**src/rtl/cache_arb_pkg.sv**
```systemverilog
// Shared definitions for the cache request arbiter and its round-robin picker:
// controller state encodings and default widths.
package cache_arb_pkg;

   localparam int DEF_NUM_REQ = 2;
   localparam int DEF_ADDR_W  = 32;
   localparam int DEF_DATA_W  = 32;
   localparam int DEF_TIMEOUT = 64;

   typedef enum logic [1:0] {
      IDLE      = 2'd0,
      ISSUE     = 2'd1,
      WAIT_RESP = 2'd2
   } arb_state_e;

endpackage

```
**src/rtl/cache_req_arbiter_rr_pick.sv**
```systemverilog
// Combinational round-robin picker: the first set request bit after ptr
// (modulo N) wins. Also used by the refill/write-back arbiter.
module rr_pick #(
   parameter  int N  = 2,
   localparam int IW = $clog2(N)
) (
   input  logic [N-1:0]  req,
   input  logic [IW-1:0] ptr,
   output logic [N-1:0]  gnt_oh,
   output logic [IW-1:0] gnt_idx,
   output logic          gnt_any
);

   logic [IW-1:0] cand;

   always_comb begin
      gnt_oh  = '0;
      gnt_idx = '0;
      gnt_any = 1'b0;
      cand    = '0;
      // k runs 1..N so the last winner (ptr itself) is considered last.
      for (int k = 1; k <= N; k++) begin
         cand = IW'((int'(ptr) + k) % N);
         if (!gnt_any && req[cand]) begin
            gnt_any       = 1'b1;
            gnt_oh[cand]  = 1'b1;
            gnt_idx       = cand;
         end
      end
   end

endmodule

```
**src/rtl/cache_req_arbiter.sv**
```systemverilog
// Round-robin arbiter sharing one cache port between NUM_REQ requesters, one
// outstanding transaction, with a watchdog that turns a stalled cache into an error response.
module cache_req_arbiter
   import cache_arb_pkg::*;
#(
   parameter int NUM_REQ = DEF_NUM_REQ,
   parameter int ADDR_W  = DEF_ADDR_W,
   parameter int DATA_W  = DEF_DATA_W,
   parameter int TIMEOUT = DEF_TIMEOUT
) (
   input  logic                      clk,
   input  logic                      rst,
   input  logic [NUM_REQ-1:0]        req_valid,
   output logic [NUM_REQ-1:0]        req_ready,
   input  logic [NUM_REQ-1:0]        req_we,
   input  logic [NUM_REQ*ADDR_W-1:0] req_addr,
   input  logic [NUM_REQ*DATA_W-1:0] req_wdata,
   output logic [NUM_REQ-1:0]        resp_valid,
   output logic                      resp_err,
   output logic [DATA_W-1:0]         resp_rdata,
   output logic                      cache_req_valid,
   input  logic                      cache_req_ready,
   output logic                      cache_we,
   output logic [ADDR_W-1:0]         cache_addr,
   output logic [DATA_W-1:0]         cache_wdata,
   input  logic                      cache_resp_valid,
   input  logic [DATA_W-1:0]         cache_resp_rdata,
   output logic                      busy
);

   // Handshake: a requester's transaction is taken in the cycle where its
   // req_valid and req_ready are both high; the cache takes the registered
   // request when cache_req_valid and cache_req_ready are both high.

   localparam int IW = $clog2(NUM_REQ);
   localparam int CW = $clog2(TIMEOUT) + 1;
   localparam logic [CW-1:0] CNT_LAST = CW'(TIMEOUT - 1);
   localparam logic [CW-1:0] CNT_MAX  = '1;

   arb_state_e          state_q, state_d;
   logic [IW-1:0]       rr_ptr_q, rr_ptr_d;
   logic [IW-1:0]       grant_q, grant_d;
   logic                we_q, we_d;
   logic [ADDR_W-1:0]   addr_q, addr_d;
   logic [DATA_W-1:0]   wdata_q, wdata_d;
   logic [CW-1:0]       cnt_q, cnt_d;
   logic [NUM_REQ-1:0]  resp_valid_q, resp_valid_d;
   logic                resp_err_q, resp_err_d;
   logic [DATA_W-1:0]   resp_rdata_q, resp_rdata_d;

   logic [NUM_REQ-1:0]  pick_oh;
   logic [IW-1:0]       pick_idx;
   logic                pick_any;
   logic [ADDR_W-1:0]   sel_addr;
   logic [DATA_W-1:0]   sel_wdata;

   rr_pick #(.N(NUM_REQ)) u_rr_pick (
      .req     (req_valid),
      .ptr     (rr_ptr_q),
      .gnt_oh  (pick_oh),
      .gnt_idx (pick_idx),
      .gnt_any (pick_any)
   );

   assign sel_addr  = req_addr[int'(pick_idx)*ADDR_W +: ADDR_W];
   assign sel_wdata = req_wdata[int'(pick_idx)*DATA_W +: DATA_W];

   always_comb begin
      state_d      = state_q;
      rr_ptr_d     = rr_ptr_q;
      grant_d      = grant_q;
      we_d         = we_q;
      addr_d       = addr_q;
      wdata_d      = wdata_q;
      cnt_d        = cnt_q;
      resp_valid_d = '0;
      resp_err_d   = 1'b0;
      resp_rdata_d = resp_rdata_q;
      case (state_q)
         IDLE: begin
            if (pick_any) begin
               grant_d  = pick_idx;
               rr_ptr_d = pick_idx;
               we_d     = req_we[pick_idx];
               addr_d   = sel_addr;
               wdata_d  = sel_wdata;
               state_d  = ISSUE;
            end
         end
         ISSUE: begin
            // No watchdog here: a slow-accepting cache is backpressure, not a hang.
            if (cache_req_ready) begin
               cnt_d   = '0;
               state_d = WAIT_RESP;
            end
         end
         WAIT_RESP: begin
            if (cnt_q != CNT_MAX) cnt_d = cnt_q + 1'b1;
            // A real response beats expiry in the same cycle.
            if (cache_resp_valid) begin
               resp_valid_d[grant_q] = 1'b1;
               resp_rdata_d          = cache_resp_rdata;
               state_d               = IDLE;
            end else if (cnt_q >= CNT_LAST) begin
               resp_valid_d[grant_q] = 1'b1;
               resp_err_d            = 1'b1;
               resp_rdata_d          = '0;
               state_d               = IDLE;
            end
         end
         default: state_d = IDLE;
      endcase
   end

   always_ff @(posedge clk or posedge rst) begin
      if (rst) begin
         state_q      <= IDLE;
         rr_ptr_q     <= IW'(NUM_REQ - 1);
         grant_q      <= '0;
         we_q         <= 1'b0;
         addr_q       <= '0;
         wdata_q      <= '0;
         cnt_q        <= '0;
         resp_valid_q <= '0;
         resp_err_q   <= 1'b0;
         resp_rdata_q <= '0;
      end else begin
         state_q      <= state_d;
         rr_ptr_q     <= rr_ptr_d;
         grant_q      <= grant_d;
         we_q         <= we_d;
         addr_q       <= addr_d;
         wdata_q      <= wdata_d;
         cnt_q        <= cnt_d;
         resp_valid_q <= resp_valid_d;
         resp_err_q   <= resp_err_d;
         resp_rdata_q <= resp_rdata_d;
      end
   end

   // Gated by rst so every output reads zero while reset is held.
   assign req_ready       = (state_q == IDLE && !rst) ? pick_oh : '0;
   assign cache_req_valid = (state_q == ISSUE);
   assign cache_we        = we_q;
   assign cache_addr      = addr_q;
   assign cache_wdata     = wdata_q;
   assign resp_valid      = resp_valid_q;
   assign resp_err        = resp_err_q;
   assign resp_rdata      = resp_rdata_q;
   assign busy            = (state_q != IDLE);

endmodule

```
**config.mk**
```make
export PLATFORM = sky130hd
export DESIGN_NAME = cache_req_arbiter
export DESIGN_NICKNAME = d
export VERILOG_FILES = /design/src/rtl/cache_arb_pkg.sv /design/src/rtl/cache_req_arbiter_rr_pick.sv /design/src/rtl/cache_req_arbiter.sv
export SDC_FILE = /design/constraint.sdc
export NUM_CORES = 1
export LEC_CHECK = 0
export ABC_AREA = 1
export ABC_CLOCK_PERIOD_IN_PS = 5200
export CORE_MARGIN = 5
export CORE_UTILIZATION = 50
export CTS_BUF_LIST = sky130_fd_sc_hd__clkbuf_4 sky130_fd_sc_hd__clkbuf_8
export DETAILED_ROUTE_END_ITERATION = 7
export DONT_BUFFER_PORTS = 1
export HOLD_SLACK_MARGIN = 0.1
export SYNTH_ARGS = -nofsm -noshare
export SYNTH_HDL_FRONTEND = slang
export SYNTH_SLANG_ARGS = --single-unit
```
**constraint.sdc**
```tcl
create_clock -name clk -period 5.2 [get_ports clk]
set_input_delay 1.04 -clock clk [delete_from_list [all_inputs] [get_ports clk]]
set_output_delay 1.04 -clock clk [all_outputs]
set_load 0.02 [all_outputs]
```
==> Yosys cells after proc, flatten, opt, wreduce, memory -nomap -nowiden <==
Cells that the tools add are included.
{ "op_classes": {"n_addsub": 3, "order_cmp": 8, "n_eq_ne": 7, "n_shift": 2, "muxes": 35, "n_bitwise": 1, "n_reduce_logical": 15} }
{ "ops": {"columns": ["cell", "n"], "rows": [
  ["$shiftx A64 B7 Y32", 2],
  ["$mux W32", 2],
  ["$mux W2", 10],
  ["$mux W1", 16],
  ["$mux W7", 2],
  ["$pmux W7 S2", 1],
  ["$lt A1 B2 Y1 const B", 4],
  ["$add A7 B1 Y7 const B", 1],
  ["$ge A7 B6 Y1 const B", 1],
  ["$ne A7 B7 Y1 const B", 1],
  ["$pmux W2 S3", 1],
  ["$reduce_and A3 Y1", 2],
  ["$reduce_bool A2 Y1", 3],
  ["$logic_and A1 B1 Y1", 5],
  ["$ne A2 B2 Y1 const B", 2],
  ["$reduce_and A2 Y1", 2],
  ["$demux W1 S1", 3],
  ["$ge A1 B1 Y1 const B", 3],
  ["$ne A3 B3 Y1 const B", 1],
  ["$add A1 B1 Y1 const B", 2],
  ["$eq A2 B1 Y1 const B", 1],
  ["$eq A2 B2 Y1 const B", 1],
  ["$logic_not A1 Y1", 2],
  ["$logic_not A2 Y1", 1],
  ["2 further kinds", 2]
]} }
{ "word_totals": {"register_bits": 111, "inputBits": 168, "out_inout_bits": 104, "wordCells": 81} }

==> Logic depth before layout (Yosys ltp) <==
Gate-level depths: netlist of the first run.
{ "logic_depth": {"depth_word": 9, "ltp_mapped": 9, "ltp_nobuf": 9} }

==> Cells and area by module <==
From an unflattened synthesis of the first run, not the netlist that was laid out.
{ "unflattened": {"cells_unflattened": 642, "hier_area_um2": 5153.7} }
{ "modules_own_cells": {"columns": ["module", "n_inst", "cells_each", "area_per_inst_um2", "seq_area_each_um2"], "rows": [
  ["cache_req_arbiter", 1, 635, 5122.4, 2778.9],
  ["rr_pick", 1, 7, 31.3, 0.0]
]} }

==> Worst setup path before layout of the first run <==
Ideal clock, no wire load.
{ "synth_path": {"path_type": "in2out", "from": "input rst", "to": "output req_ready[0]", "arrival_ps": 3979, "setup_slack_ps": 181, "cell_stages": 3, "path_cell_list": "inv_1 -> nand3_1 -> a21oi_1"} }
{ "synth_between": {"elab_chain_len": 3} }
{ "synth_rtl": {"columns": ["item", "line", "source"], "rows": [
  ["start, declared", "cache_req_arbiter.sv:12", "input logic rst,"],
  ["$logic_not A1 Y1", "cache_req_arbiter.sv:142", "assign req_ready = (state_q == IDLE && !rst) ? pick_oh : '0;"],
  ["$logic_and A1 B1 Y1", "cache_req_arbiter.sv:142", null],
  ["$mux W2", "cache_req_arbiter.sv:142", null],
  ["end, declared", "cache_req_arbiter.sv:14", "output logic [NUM_REQ-1:0] req_ready,"]
]} }
No other way between the ends.

==> Worst setup path after layout of the first run <==
Ends and elaborated chain as after synthesis.

==> impl_metrics.prom, run 1 <==
# TYPE chip_impl_metric gauge
chip_impl_info{name="run_status",value="complete, no violations"} 1
chip_impl_metric{name="cts.sink_count",unit=""} 111
chip_impl_info{name="critPathCaptureType",value="output pin"} 1
chip_impl_metric{name="drt.antenna.violating_nets",unit=""} 0
chip_impl_metric{name="ys_seq_elements",unit=""} 111
chip_impl_metric{name="areaGrowthSynthToFinish",unit="%"} 2.72
chip_impl_metric{name="drv_slew",unit=""} 0
chip_impl_metric{name="wl_per_cell",unit="microns"} 20.0
chip_impl_metric{name="post_synth.cell_area_avg",unit="sq um"} 8.67
chip_impl_metric{name="placedInstanceArea",unit="sq um"} 4940
chip_impl_info{name="crit_type",value="in -> out"} 1
chip_impl_metric{name="layout.nets",unit=""} 722
chip_impl_metric{name="globalplace.congestion",unit=""} 0.797
chip_impl_metric{name="worstPathArrival",unit="ns"} 1.81
chip_impl_info{name="crit_path_start_kind",value="input pin"} 1
chip_impl_metric{name="cap_viol_max_count",unit=""} 0
chip_impl_metric{name="total_switching_power",unit="uW"} 1690
chip_impl_metric{name="leakage",unit="uW"} 0.00239
chip_impl_metric{name="cts_resized",unit=""} 0
chip_impl_metric{name="synth.net_count",unit=""} 746
chip_impl_metric{name="worstMarginPinSlew",unit="ns"} 1.08
chip_impl_metric{name="depth_of_the_cts_h_tree",unit=""} 3
chip_impl_metric{name="die-height",unit="microns"} 110
chip_impl_metric{name="die_w",unit="microns"} 110
chip_impl_metric{name="drt-vias-per-instance",unit=""} 5.69
chip_impl_metric{name="max_slew_margin",unit=""} 0.277
chip_impl_metric{name="dr.first_iter.drc_count",unit=""} 288
chip_impl_metric{name="pwr-share-comb",unit=""} 0.266
chip_impl_metric{name="layout-drive-gt1-share",unit=""} 0.0914
chip_impl_metric{name="firstDrtPassIters",unit=""} 4
chip_impl_metric{name="clk-insertion-delay-late",unit="ns"} 0.38
chip_impl_metric{name="finalHoldViolCount",unit=""} 0
chip_impl_metric{name="post_synth_instance_area",unit="sq um"} 5000
chip_impl_metric{name="placementRows",unit=""} 36
chip_impl_metric{name="grt_usage",unit=""} 0.217
chip_impl_metric{name="synthesis.yosys.warnings",unit=""} 0
chip_impl_metric{name="worst-endpoint-required",unit="ns"} 4.16
chip_impl_metric{name="synth_top_area_frac",unit=""} 0.550
chip_impl_metric{name="p_int",unit="uW"} 1780
chip_impl_metric{name="share_clk_of_total_power",unit=""} 0.149
chip_impl_metric{name="synthesis.instances",unit=""} 577
chip_impl_metric{name="fmaxAchievable",unit="GHz"} 0.350
chip_impl_metric{name="antenna-diode-count",unit=""} 0
chip_impl_metric{name="seq_power_share",unit=""} 0.585
chip_impl_info{name="cts_root_buffer",value="sky130_fd_sc_hd__clkbuf_8"} 1
chip_impl_metric{name="grt_start_max_net_pins",unit=""} 82
chip_impl_metric{name="layout.cell_area.non_filler",unit="sq um"} 5140
chip_impl_metric{name="initial_core_utilization",unit=""} 0.512
chip_impl_metric{name="fin_tns_setup",unit="ns"} 0
chip_impl_metric{name="cts.hold.buffers_added",unit=""} 0
chip_impl_info{name="rsz0062_at_grt",value="no"} 1
chip_impl_metric{name="post-route-util",unit=""} 0.526
chip_impl_metric{name="first_pass_grt_wire_length",unit="microns"} 20200
chip_impl_metric{name="max-vdd-ir-drop",unit="mV"} 0.281
chip_impl_metric{name="n_fill_cell",unit=""} 940
chip_impl_metric{name="fin_crit_sh",unit=""} 0.549
chip_impl_metric{name="synthDistinctLibCells",unit=""} 31
chip_impl_metric{name="antenna_found_initial",unit=""} 0
chip_impl_metric{name="design_power_total",unit="uW"} 3470
chip_impl_metric{name="post_cts_buffers",unit=""} 0
chip_impl_info{name="tritoncts_clock_tree",value="done"} 1
chip_impl_info{name="yosysTopAreaCell",value="sky130_fd_sc_hd__dfrtp_1"} 1
chip_impl_metric{name="worst-path-max-fanout",unit=""} 32
chip_impl_metric{name="post-route-min-period",unit="ns"} 2.85
chip_impl_metric{name="remaining_drc_errors",unit=""} 0
chip_impl_metric{name="sequential_cell_area_fraction_in_the_yosys_report",unit=""} 0.555
chip_impl_metric{name="design.portCount",unit=""} 272
chip_impl_metric{name="r2r_setup_slack",unit="ns"} 2.56
chip_impl_metric{name="timing.final.setup_violations",unit=""} 0
chip_impl_metric{name="pwr_cell_area",unit="nW/um^2"} 675
chip_impl_metric{name="worst_clock_skew",unit="ns"} 0.0117
chip_impl_metric{name="cts.reportedPaths.clkPinSlew",unit="ns"} 0.10
chip_impl_metric{name="placed_wire_length_estimate",unit="microns"} 9720
chip_impl_metric{name="floorplan_core_area",unit="sq um"} 9770
chip_impl_info{name="synthTopCellsByArea",value="sky130_fd_sc_hd__dfrtp_1 (55%), sky130_fd_sc_hd__nand2_1 (11%), sky130_fd_sc_hd__o21ai_1 (6.5%)"} 1
chip_impl_metric{name="num_vias",unit=""} 3931
chip_impl_metric{name="buffer_ports.inserted",unit=""} 0
chip_impl_info{name="min-delay-path-class",value="reg -> reg"} 1
chip_impl_metric{name="first_global_vias",unit=""} 3846
chip_impl_metric{name="wirelength",unit="microns"} 13800
chip_impl_metric{name="power.share.switching",unit=""} 0.487
chip_impl_metric{name="grt_overflow",unit=""} 0
chip_impl_metric{name="cts_buffers",unit=""} 9
chip_impl_metric{name="clock_path_buffers",unit=""} 2
chip_impl_metric{name="floorplan.die_area",unit="sq um"} 12100
## cells in the mapped netlist
cell	n
sky130_fd_sc_hd__a211oi_1	1
sky130_fd_sc_hd__a21oi_1	2
sky130_fd_sc_hd__a31oi_1	1
sky130_fd_sc_hd__buf_2	15
sky130_fd_sc_hd__buf_4	2
sky130_fd_sc_hd__buf_6	11
sky130_fd_sc_hd__buf_8	1
sky130_fd_sc_hd__clkbuf_1	9
sky130_fd_sc_hd__clkbuf_2	1
sky130_fd_sc_hd__dfrtp_1	110
sky130_fd_sc_hd__dfstp_2	1
sky130_fd_sc_hd__ha_1	1
sky130_fd_sc_hd__inv_1	11
sky130_fd_sc_hd__inv_2	4
sky130_fd_sc_hd__nand2_1	148
sky130_fd_sc_hd__nand2_2	4
sky130_fd_sc_hd__nand2_4	1
sky130_fd_sc_hd__nand3_1	35
sky130_fd_sc_hd__nand3_2	3
sky130_fd_sc_hd__nand3b_1	1
sky130_fd_sc_hd__nand4_1	1
sky130_fd_sc_hd__nor2_1	69
sky130_fd_sc_hd__nor2_2	4
sky130_fd_sc_hd__nor2_4	2
sky130_fd_sc_hd__o21ai_0	59
sky130_fd_sc_hd__o21ai_1	65
sky130_fd_sc_hd__o21ai_2	11
sky130_fd_sc_hd__o22ai_1	1
sky130_fd_sc_hd__o31ai_1	1
sky130_fd_sc_hd__xnor2_1	1
sky130_fd_sc_hd__xor2_1	1
## per-stage QoR
step                std cells  hold WS (ns)  setup slack, ns
floorplan                 577         0.413            0.181
global placement          675         0.423             2.19
detailed placement        675         0.430             2.20
CTS                       691         0.444             2.30
global route              691         0.456             2.24
finish                    691         0.445             2.35
## placed cells by master (no fill, tap or decap)
| cell type | netlist | final |
|---|---|---|
| sky130_fd_sc_hd__ha_1 | 1 | 1 |
| sky130_fd_sc_hd__nand3_2 | 3 | 3 |
| sky130_fd_sc_hd__inv_1 | 11 | 10 |
| sky130_fd_sc_hd__o21ai_0 | 59 | 59 |
| sky130_fd_sc_hd__clkinvlp_4 | 0 | 1 |
| sky130_fd_sc_hd__buf_4 | 2 | 4 |
| sky130_fd_sc_hd__clkinv_4 | 0 | 1 |
| sky130_fd_sc_hd__clkbuf_8 | 0 | 12 |
| sky130_fd_sc_hd__nor2_4 | 2 | 2 |
| sky130_fd_sc_hd__nand2_2 | 4 | 4 |
| sky130_fd_sc_hd__nor2_2 | 4 | 4 |
| sky130_fd_sc_hd__a211oi_1 | 1 | 1 |
| sky130_fd_sc_hd__nor2_1 | 69 | 69 |
| sky130_fd_sc_hd__o21ai_4 | 0 | 1 |
| sky130_fd_sc_hd__nand2_1 | 148 | 148 |
| sky130_fd_sc_hd__inv_2 | 4 | 4 |
| sky130_fd_sc_hd__clkbuf_4 | 0 | 1 |
| sky130_fd_sc_hd__nand3b_1 | 1 | 1 |
| sky130_fd_sc_hd__inv_4 | 0 | 1 |
| sky130_fd_sc_hd__o21ai_1 | 65 | 65 |
| sky130_fd_sc_hd__xnor2_1 | 1 | 1 |
| sky130_fd_sc_hd__nand4_1 | 1 | 1 |
| sky130_fd_sc_hd__a31oi_1 | 1 | 1 |
| sky130_fd_sc_hd__nand2_4 | 1 | 1 |
| sky130_fd_sc_hd__o22ai_1 | 1 | 1 |
| sky130_fd_sc_hd__o31ai_1 | 1 | 1 |
| sky130_fd_sc_hd__inv_6 | 0 | 1 |
| sky130_fd_sc_hd__nand3_1 | 35 | 35 |
| sky130_fd_sc_hd__o21ai_2 | 11 | 10 |
| sky130_fd_sc_hd__dfstp_2 | 1 | 1 |
| sky130_fd_sc_hd__a21oi_1 | 2 | 2 |
| sky130_fd_sc_hd__dfrtp_1 | 110 | 110 |
| sky130_fd_sc_hd__xor2_1 | 1 | 1 |
## registers in the layout, indices dropped and copies added, names as in the netlist
signal and count:
resp_rdata 32, cache_wdata 32, grant_q 1, cache_addr 32
cache_we 1, resp_err 1, rr_ptr_q 1, resp_valid 2
state_q 2, cnt_q 7
## final cells by class
cell class / count / area [sq um] / share of cell area
inverter: 15 / 58.8 / 0.0114
timing repair buffer: 4 / 30.0 / 0.00584
clock inverter: 3 / 25.0 / 0.00487
clock buffer: 13 / 173 / 0.0336
multi-input combinational: 412 / 1910 / 0.371
sequential: 111 / 2780 / 0.541
tap: 133 / 166 / 0.0324
## worst paths after layout
path                             from               to  depth (start not counted)
max                               rst     req_ready[0]                          3
min                           grant_q    resp_valid[0]                          1
max reg2reg                state_q[1]  cache_wdata[25]                          6
min reg2reg                   grant_q    resp_valid[0]                          1
max in group asynchronous         rst   cache_addr[26]                          2
min in group asynchronous         rst  cache_wdata[26]                          1
## per-layer routing
layer	GRT usage	up-vias	wire, microns
li1	-	1839	-
met3	0.0751	21	1440
met1	0.259	1905	5110
met4	0.0748	0	284
met2	0.367	166	7000
met5	0	-	0
## power groups by stage
stage	combinational [uW]	sequential [uW]	clock [uW]
4_1_cts	936	2040	524
5_1_grt	1080	2070	557
3_3_place_gp	896	2050	0
6_report	924	2030	518
2_1_floorplan	836	1920	0
3_5_place_dp	938	2050	0
## critical path: stages
cell and delay [ns]:
sky130_fd_sc_hd__inv_4 0.27, sky130_fd_sc_hd__nand3_1 0.12, sky130_fd_sc_hd__a21oi_1 0.38
## cell families after synthesis
| family | after synthesis | share of synthesized area |
|---|---|---|
| simple gates | 268 | 0.223 |
| compound gates | 141 | 0.151 |
| flops | 111 | 0.555 |
| buf+inv | 54 | 0.0647 |
| xor+xnor | 2 | 0.00350 |
| fa+ha+maj | 1 | 0.00250 |
Note: power is estimated with default switching activity, not from simulation.
==> run 2, diff against run 1 <==
ABC_CLOCK_PERIOD_IN_PS = 2900   (was 5200)
clock period = 2.9 ns   (was 5.2 ns; I/O delays follow)
==> run 2 against run 1 <==
Worst hold slack worse by 0.15 ns. Setup slack worse by 1.6 ns. Global-route usage is 1.5 points lower. Clock power is 82% higher. Routed wire length is 5.7% lower. Register-to-register slack worse by 1.5 ns. Die area stayed put. Largest power group unchanged.
==> impl_metrics.prom, run 2 (synthesis gave the netlist of run 1 again) <==
# TYPE chip_impl_metric gauge
chip_impl_metric{name="placementRows",unit=""} 36
chip_impl_metric{name="drt-vias-per-instance",unit=""} 5.61
chip_impl_metric{name="drv_slew",unit=""} 0
chip_impl_metric{name="firstDrtPassIters",unit=""} 5
chip_impl_metric{name="layout.cell_area.non_filler",unit="sq um"} 5190
chip_impl_metric{name="die_w",unit="microns"} 110
chip_impl_metric{name="finalHoldViolCount",unit=""} 0
chip_impl_metric{name="fin_cells",unit=""} 694
chip_impl_metric{name="timing.final.setup_violations",unit=""} 0
chip_impl_metric{name="cts.hold.buffers_added",unit=""} 0
chip_impl_info{name="crit_type",value="reg -> out"} 1
chip_impl_metric{name="floorplan_core_area",unit="sq um"} 9770
chip_impl_info{name="r2r_start",value="state_q[0]"} 1
chip_impl_info{name="crit-reg2reg-capture",value="resp_rdata[15]"} 1
chip_impl_metric{name="die-height",unit="microns"} 110
chip_impl_metric{name="worstPathArrival",unit="ns"} 1.54
chip_impl_metric{name="final.setup.worst_slack",unit="ns"} 0.779
chip_impl_metric{name="placedInstanceArea",unit="sq um"} 4980
chip_impl_metric{name="cts.reportedPaths.clkPinSlew",unit="ns"} 0.09
chip_impl_metric{name="globalplace.congestion",unit=""} 0.806
chip_impl_metric{name="cap_viol_max_count",unit=""} 0
chip_impl_metric{name="worstMarginPinSlew",unit="ns"} 0.827
chip_impl_metric{name="layout-drive-gt1-share",unit=""} 0.0963
chip_impl_metric{name="num_vias",unit=""} 3893
chip_impl_metric{name="fin_crit_sh",unit=""} 0.732
chip_impl_info{name="min-delay-path-class",value="in -> reg"} 1
chip_impl_metric{name="areaGrowthSynthToFinish",unit="%"} 3.70
chip_impl_metric{name="max-vdd-ir-drop",unit="mV"} 0.501
chip_impl_metric{name="grt_start_max_net_pins",unit=""} 71
chip_impl_metric{name="grt_overflow",unit=""} 0
chip_impl_metric{name="leakage",unit="uW"} 0.00242
chip_impl_info{name="commonest_cells_after_routing_fill_and_taps_aside",value="sky130_fd_sc_hd__nand2_1 (148), sky130_fd_sc_hd__dfrtp_1 (110), sky130_fd_sc_hd__nor2_1 (69)"} 1
chip_impl_info{name="cts_root_buffer",value="sky130_fd_sc_hd__clkbuf_8"} 1
chip_impl_metric{name="worst-endpoint-required",unit="ns"} 2.32
chip_impl_info{name="crit_path_start_kind",value="flip-flop"} 1
chip_impl_metric{name="layout.nets",unit=""} 725
chip_impl_metric{name="placed_cells_incl_taps",unit=""} 678
chip_impl_metric{name="clock_path_buffers",unit=""} 2
chip_impl_metric{name="depth_of_the_cts_h_tree",unit=""} 3
chip_impl_metric{name="multiInputGateArea",unit="sq um"} 1910
chip_impl_metric{name="fmaxAchievable",unit="GHz"} 0.471
chip_impl_info{name="hp-start",value="cache_resp_valid"} 1
chip_impl_metric{name="max_slew_margin",unit=""} 0.448
chip_impl_metric{name="buffer_ports.inserted",unit=""} 0
chip_impl_metric{name="worst-path-max-fanout",unit=""} 4
chip_impl_metric{name="dr.first_iter.drc_count",unit=""} 274
chip_impl_metric{name="post-route-util",unit=""} 0.531
chip_impl_metric{name="drt.antenna.violating_nets",unit=""} 0
chip_impl_metric{name="cts.sink_count",unit=""} 111
chip_impl_metric{name="grt_usage",unit=""} 0.203
chip_impl_info{name="tritoncts_clock_tree",value="done"} 1
chip_impl_metric{name="r2r_setup_slack",unit="ns"} 1.03
chip_impl_metric{name="wl_per_cell",unit="microns"} 18.8
chip_impl_metric{name="clk-insertion-delay-late",unit="ns"} 0.36
chip_impl_info{name="critPathCaptureType",value="output pin"} 1
chip_impl_metric{name="floorplan.die_area",unit="sq um"} 12100
chip_impl_metric{name="placed_wire_length_estimate",unit="microns"} 9290
chip_impl_info{name="layout_commonest_cell",value="sky130_fd_sc_hd__nand2_1"} 1
chip_impl_metric{name="post_cts_buffers",unit=""} 0
chip_impl_metric{name="register_area",unit="sq um"} 2780
chip_impl_metric{name="cts_buffers",unit=""} 9
chip_impl_metric{name="design.portCount",unit=""} 272
chip_impl_metric{name="pwr_cell_area",unit="nW/um^2"} 1200
chip_impl_metric{name="post-route-min-period",unit="ns"} 2.12
chip_impl_metric{name="wirelength",unit="microns"} 13100
chip_impl_metric{name="design_power_total",unit="uW"} 6240
chip_impl_info{name="run_status",value="complete, no violations"} 1
chip_impl_metric{name="antenna-diode-count",unit=""} 0
chip_impl_metric{name="initial_core_utilization",unit=""} 0.512
chip_impl_metric{name="cts_resized",unit=""} 0
chip_impl_metric{name="r2r_cells",unit=""} 6
chip_impl_metric{name="n_fill_cell",unit=""} 938
chip_impl_metric{name="worst_clock_skew",unit="ns"} 0.0131
chip_impl_metric{name="dp_slack",unit="ns"} 0.980
chip_impl_metric{name="antenna_found_initial",unit=""} 0
chip_impl_info{name="whs_endpoint",value="resp_err"} 1
chip_impl_info{name="rsz0062_at_grt",value="no"} 1
chip_impl_metric{name="first_global_vias",unit=""} 3623
chip_impl_metric{name="min_delay_path_depth",unit=""} 1
chip_impl_metric{name="first_pass_grt_wire_length",unit="microns"} 19000
chip_impl_metric{name="remaining_drc_errors",unit=""} 0
==> run 2: cell types whose count changed in the layout (fill, tap and decap cells not counted), sizes merged <==
cell / change
clkinv: +2
bufinv: +1
inv: -1
clkbuf: -2
buf: +3
==> run 2: stage by stage <==
stage | hold slack [ns] | setup TNS [ns]
6_report | 0.299 | 0
5_1_grt | 0.274 | 0
4_1_cts | 0.277 | 0
3_5_place_dp | 0.424 | 0
3_3_place_gp | 0.424 | 0
2_1_floorplan | 0.413 | -0.280
==> run 2: worst max-delay path by stage <==
stage / startpoint / endpoint / slack (ns) / depth (start not counted)
floorplan: rst / req_ready[0] / -0.28 / 3
global placement: rst / cache_wdata[7] / 1.0 / 3
detailed placement: rst / resp_rdata[10] / 0.98 / 3
CTS: state_q[1] / req_ready[0] / 0.76 / 3
global route: state_q[1] / req_ready[0] / 0.70 / 3
finish: state_q[1] / req_ready[0] / 0.78 / 3
==> run 2: final cells by class <==
type / instances / share of cell area
clock buffers: 11 / 0.0280
well taps: 133 / 0.0321
repair buffers: 7 / 0.0125
clock inverters: 5 / 0.0125
inverters: 15 / 0.0116
flip-flops and latches: 111 / 0.535
multi-input cells: 412 / 0.368
==> run 2: layer usage <==
layer / global-route usage / vias to the layer above / wire length (microns)
met2: 0.351 / 183 / 6700
met5: 0 / - / 0
met3: 0.0559 / 10 / 1320
met4: 0.0543 / 0 / 111
met1: 0.248 / 1860 / 4920
li1: - / 1840 / -
==> run 2: critical path: stages, from the launching register on <==
cell	delay, ns
sky130_fd_sc_hd__dfrtp_1	0.45
sky130_fd_sc_hd__nor2_4	0.19
sky130_fd_sc_hd__nand3_1	0.10
sky130_fd_sc_hd__a21oi_1	0.45
==> run 2: report_power, final <==
part / switching (uW) / internal (uW)
logic: 1110 / 565
clock network: 504 / 441
registers: 1380 / 2250
==> run 3, diff against run 2 <==
ABC_CLOCK_PERIOD_IN_PS = 2200   (was 2900)
clock period = 2.2 ns   (was 2.9 ns; I/O delays follow)
==> run 3 against run 2 <==
First-iteration DRC count grew 11%. Count of clock-buffer cells in the layout shrank 1. Cell count grew 0.43%. Non-clock buffer count grew 4. Design area grew 0.51%. Worst hold slack lost 0.22 ns. Sequential share of layout area shrank 0.27 points. Register-to-register slack lost 0.54 ns. Critical path depth grew 3. Global-route usage grew 1.0 points. Die area is the same. Critical path type unchanged. Largest cell class unchanged. Highest routed layer unchanged.
==> impl_metrics.prom, run 3 (synthesis gave the netlist of run 1 again) <==
# TYPE chip_impl_metric gauge
chip_impl_metric{name="grt_usage",unit=""} 0.212
chip_impl_metric{name="p_int",unit="uW"} 4290
chip_impl_metric{name="initial_core_utilization",unit=""} 0.512
chip_impl_metric{name="pwr-share-comb",unit=""} 0.277
chip_impl_metric{name="grt_start_max_net_pins",unit=""} 112
chip_impl_metric{name="cts_resized",unit=""} 0
chip_impl_metric{name="critical_path.max_stage_delay",unit="ns"} 0.38
chip_impl_info{name="crit_family",value="simple AND/OR/NAND/NOR gates"} 1
chip_impl_metric{name="layout-drive-gt1-share",unit=""} 0.101
chip_impl_metric{name="worstPathArrival",unit="ns"} 1.49
chip_impl_metric{name="placedInstanceArea",unit="sq um"} 5030
chip_impl_info{name="r2r_start",value="rr_ptr_q"} 1
chip_impl_metric{name="layout.nets",unit=""} 729
chip_impl_metric{name="die_w",unit="microns"} 110
chip_impl_metric{name="placed_cells_incl_taps",unit=""} 682
chip_impl_metric{name="buffer_ports.inserted",unit=""} 0
chip_impl_metric{name="drt-vias-per-instance",unit=""} 5.66
chip_impl_info{name="rsz0062_at_grt",value="no"} 1
chip_impl_metric{name="worst-endpoint-required",unit="ns"} 1.76
chip_impl_metric{name="wl_per_cell",unit="microns"} 19.5
chip_impl_metric{name="design.portCount",unit=""} 272
chip_impl_metric{name="seq_power_share",unit=""} 0.580
chip_impl_metric{name="clock_path_buffers",unit=""} 2
chip_impl_metric{name="die-height",unit="microns"} 110
chip_impl_metric{name="cts.reportedPaths.clkPinSlew",unit="ns"} 0.09
chip_impl_metric{name="power.share.switching",unit=""} 0.479
chip_impl_metric{name="layout.cell_area.non_filler",unit="sq um"} 5220
chip_impl_info{name="critPathCaptureType",value="output pin"} 1
chip_impl_metric{name="post-route-min-period",unit="ns"} 1.93
chip_impl_metric{name="floorplan_core_area",unit="sq um"} 9770
chip_impl_metric{name="register_area",unit="sq um"} 2780
chip_impl_metric{name="r2r_cells",unit=""} 5
chip_impl_metric{name="placed_wire_length_estimate",unit="microns"} 9820
chip_impl_metric{name="remaining_drc_errors",unit=""} 0
chip_impl_metric{name="multiInputGateArea",unit="sq um"} 1910
chip_impl_metric{name="firstDrtPassIters",unit=""} 4
chip_impl_info{name="tritoncts_clock_tree",value="done"} 1
chip_impl_metric{name="cts.hold.buffers_added",unit=""} 0
chip_impl_info{name="critical_path.cell_chain",value="nand2_1 -> nand2_2 -> inv_2 -> nand2_1 -> nor2_1 -> buf_4"} 1
chip_impl_metric{name="total_switching_power",unit="uW"} 3940
chip_impl_metric{name="clk-insertion-delay-late",unit="ns"} 0.36
chip_impl_metric{name="r2r_setup_slack",unit="ns"} 0.49
chip_impl_metric{name="pwr_cell_area",unit="nW/um^2"} 1580
chip_impl_metric{name="first_pass_grt_wire_length",unit="microns"} 19800
chip_impl_metric{name="finalHoldViolCount",unit=""} 0
chip_impl_metric{name="max-vdd-ir-drop",unit="mV"} 0.642
chip_impl_metric{name="timing.final.setup_violations",unit=""} 0
chip_impl_metric{name="antenna-diode-count",unit=""} 0
chip_impl_info{name="crit_top_cell",value="sky130_fd_sc_hd__nand2_1"} 1
chip_impl_metric{name="areaGrowthSynthToFinish",unit="%"} 4.22
chip_impl_info{name="crit_path_start_kind",value="flip-flop"} 1
chip_impl_metric{name="fmaxAchievable",unit="GHz"} 0.519
chip_impl_metric{name="depth_of_the_cts_h_tree",unit=""} 3
chip_impl_metric{name="worstMarginPinSlew",unit="ns"} 0.716
chip_impl_info{name="crit-reg2reg-capture",value="cache_wdata[31]"} 1
chip_impl_info{name="worst_path_max_delay_cell",value="sky130_fd_sc_hd__dfstp_2"} 1
chip_impl_metric{name="floorplan.die_area",unit="sq um"} 12100
chip_impl_metric{name="max_slew_margin",unit=""} 0.523
chip_impl_metric{name="cts.sink_count",unit=""} 111
chip_impl_metric{name="globalplace.congestion",unit=""} 0.801
chip_impl_metric{name="wirelength",unit="microns"} 13600
chip_impl_info{name="setup.worst_path.start",value="rr_ptr_q"} 1
chip_impl_info{name="layout_commonest_cell",value="sky130_fd_sc_hd__nand2_1"} 1
chip_impl_metric{name="drt.antenna.violating_nets",unit=""} 0
chip_impl_metric{name="antenna_found_initial",unit=""} 0
chip_impl_info{name="crit_type",value="reg -> out"} 1
chip_impl_metric{name="fin_crit_sh",unit=""} 0.876
chip_impl_info{name="cts_root_buffer",value="sky130_fd_sc_hd__clkbuf_8"} 1
chip_impl_info{name="run_status",value="complete, no violations"} 1
chip_impl_metric{name="fin_cells",unit=""} 697
chip_impl_metric{name="cts_buffers",unit=""} 9
chip_impl_metric{name="placementRows",unit=""} 36
chip_impl_info{name="min-delay-path-class",value="in -> async"} 1
chip_impl_metric{name="cap_viol_max_count",unit=""} 0
chip_impl_metric{name="leakage",unit="uW"} 0.00244
chip_impl_info{name="commonest_cells_after_routing_fill_and_taps_aside",value="sky130_fd_sc_hd__nand2_1 (148), sky130_fd_sc_hd__dfrtp_1 (110), sky130_fd_sc_hd__nor2_1 (69)"} 1
chip_impl_metric{name="fin_tns_setup",unit="ns"} 0
chip_impl_metric{name="worst-path-max-fanout",unit=""} 13
chip_impl_metric{name="first_global_vias",unit=""} 3760
chip_impl_metric{name="worst_clock_skew",unit="ns"} 0.0110
chip_impl_metric{name="drv_slew",unit=""} 0
chip_impl_metric{name="post_cts_buffers",unit=""} 0
chip_impl_metric{name="critical_path.n_buffers_inverters",unit=""} 2
chip_impl_metric{name="hold-worst-slack",unit="ns"} 0.0816
chip_impl_metric{name="share_clk_of_total_power",unit=""} 0.143
chip_impl_metric{name="dr.first_iter.drc_count",unit=""} 304
chip_impl_metric{name="grt_overflow",unit=""} 0
chip_impl_metric{name="n_fill_cell",unit=""} 938
chip_impl_metric{name="num_vias",unit=""} 3942
## run 3: worst max path at each step
| stage | end | slack [ns] | cells after the start |
|---|---|---|---|
| 2_1_floorplan | req_ready[0] | -0.70 | 3 |
| 3_3_place_gp | req_ready[1] | 0.57 | 6 |
| 3_5_place_dp | cache_wdata[31] | 0.49 | 5 |
| 4_1_cts | req_ready[1] | 0.22 | 6 |
| 5_1_grt | req_ready[1] | 0.16 | 6 |
| 6_report | req_ready[1] | 0.27 | 6 |
## run 3: final cells by class
| cell class | count | share of cell area |
|---|---|---|
| flip-flops and latches | 111 | 0.533 |
| inverters | 15 | 0.0115 |
| repair buffers | 11 | 0.0230 |
| well taps | 133 | 0.0319 |
| clock buffers | 10 | 0.0252 |
| clock inverters | 5 | 0.00959 |
| multi-input cells | 412 | 0.366 |
## run 3: power groups by stage
stage	clock (uW)	combinational, uW	sequential [uW]
after CTS	1230	2320	4810
after global routing	1300	2650	4890
after floorplan	0	1980	4550
after global placement	0	2210	4830
final	1180	2280	4780
after detailed placement	0	2320	4840
## run 3: stage by stage
stage	setup slack, ns	util	power [uW]
final	0.273	0.534	8240
after global routing	0.162	0.534	8840
after CTS	0.223	0.534	8360
after detailed placement	0.494	0.515	7160
after global placement	0.568	0.515	7040
after floorplan	-0.700	-	6530
## run 3: metal layers
metal	track usage	part of all wire
met4	0.0721	0.018
met1	0.254	0.36
met5	0	0
met3	0.0705	0.11
met2	0.360	0.51
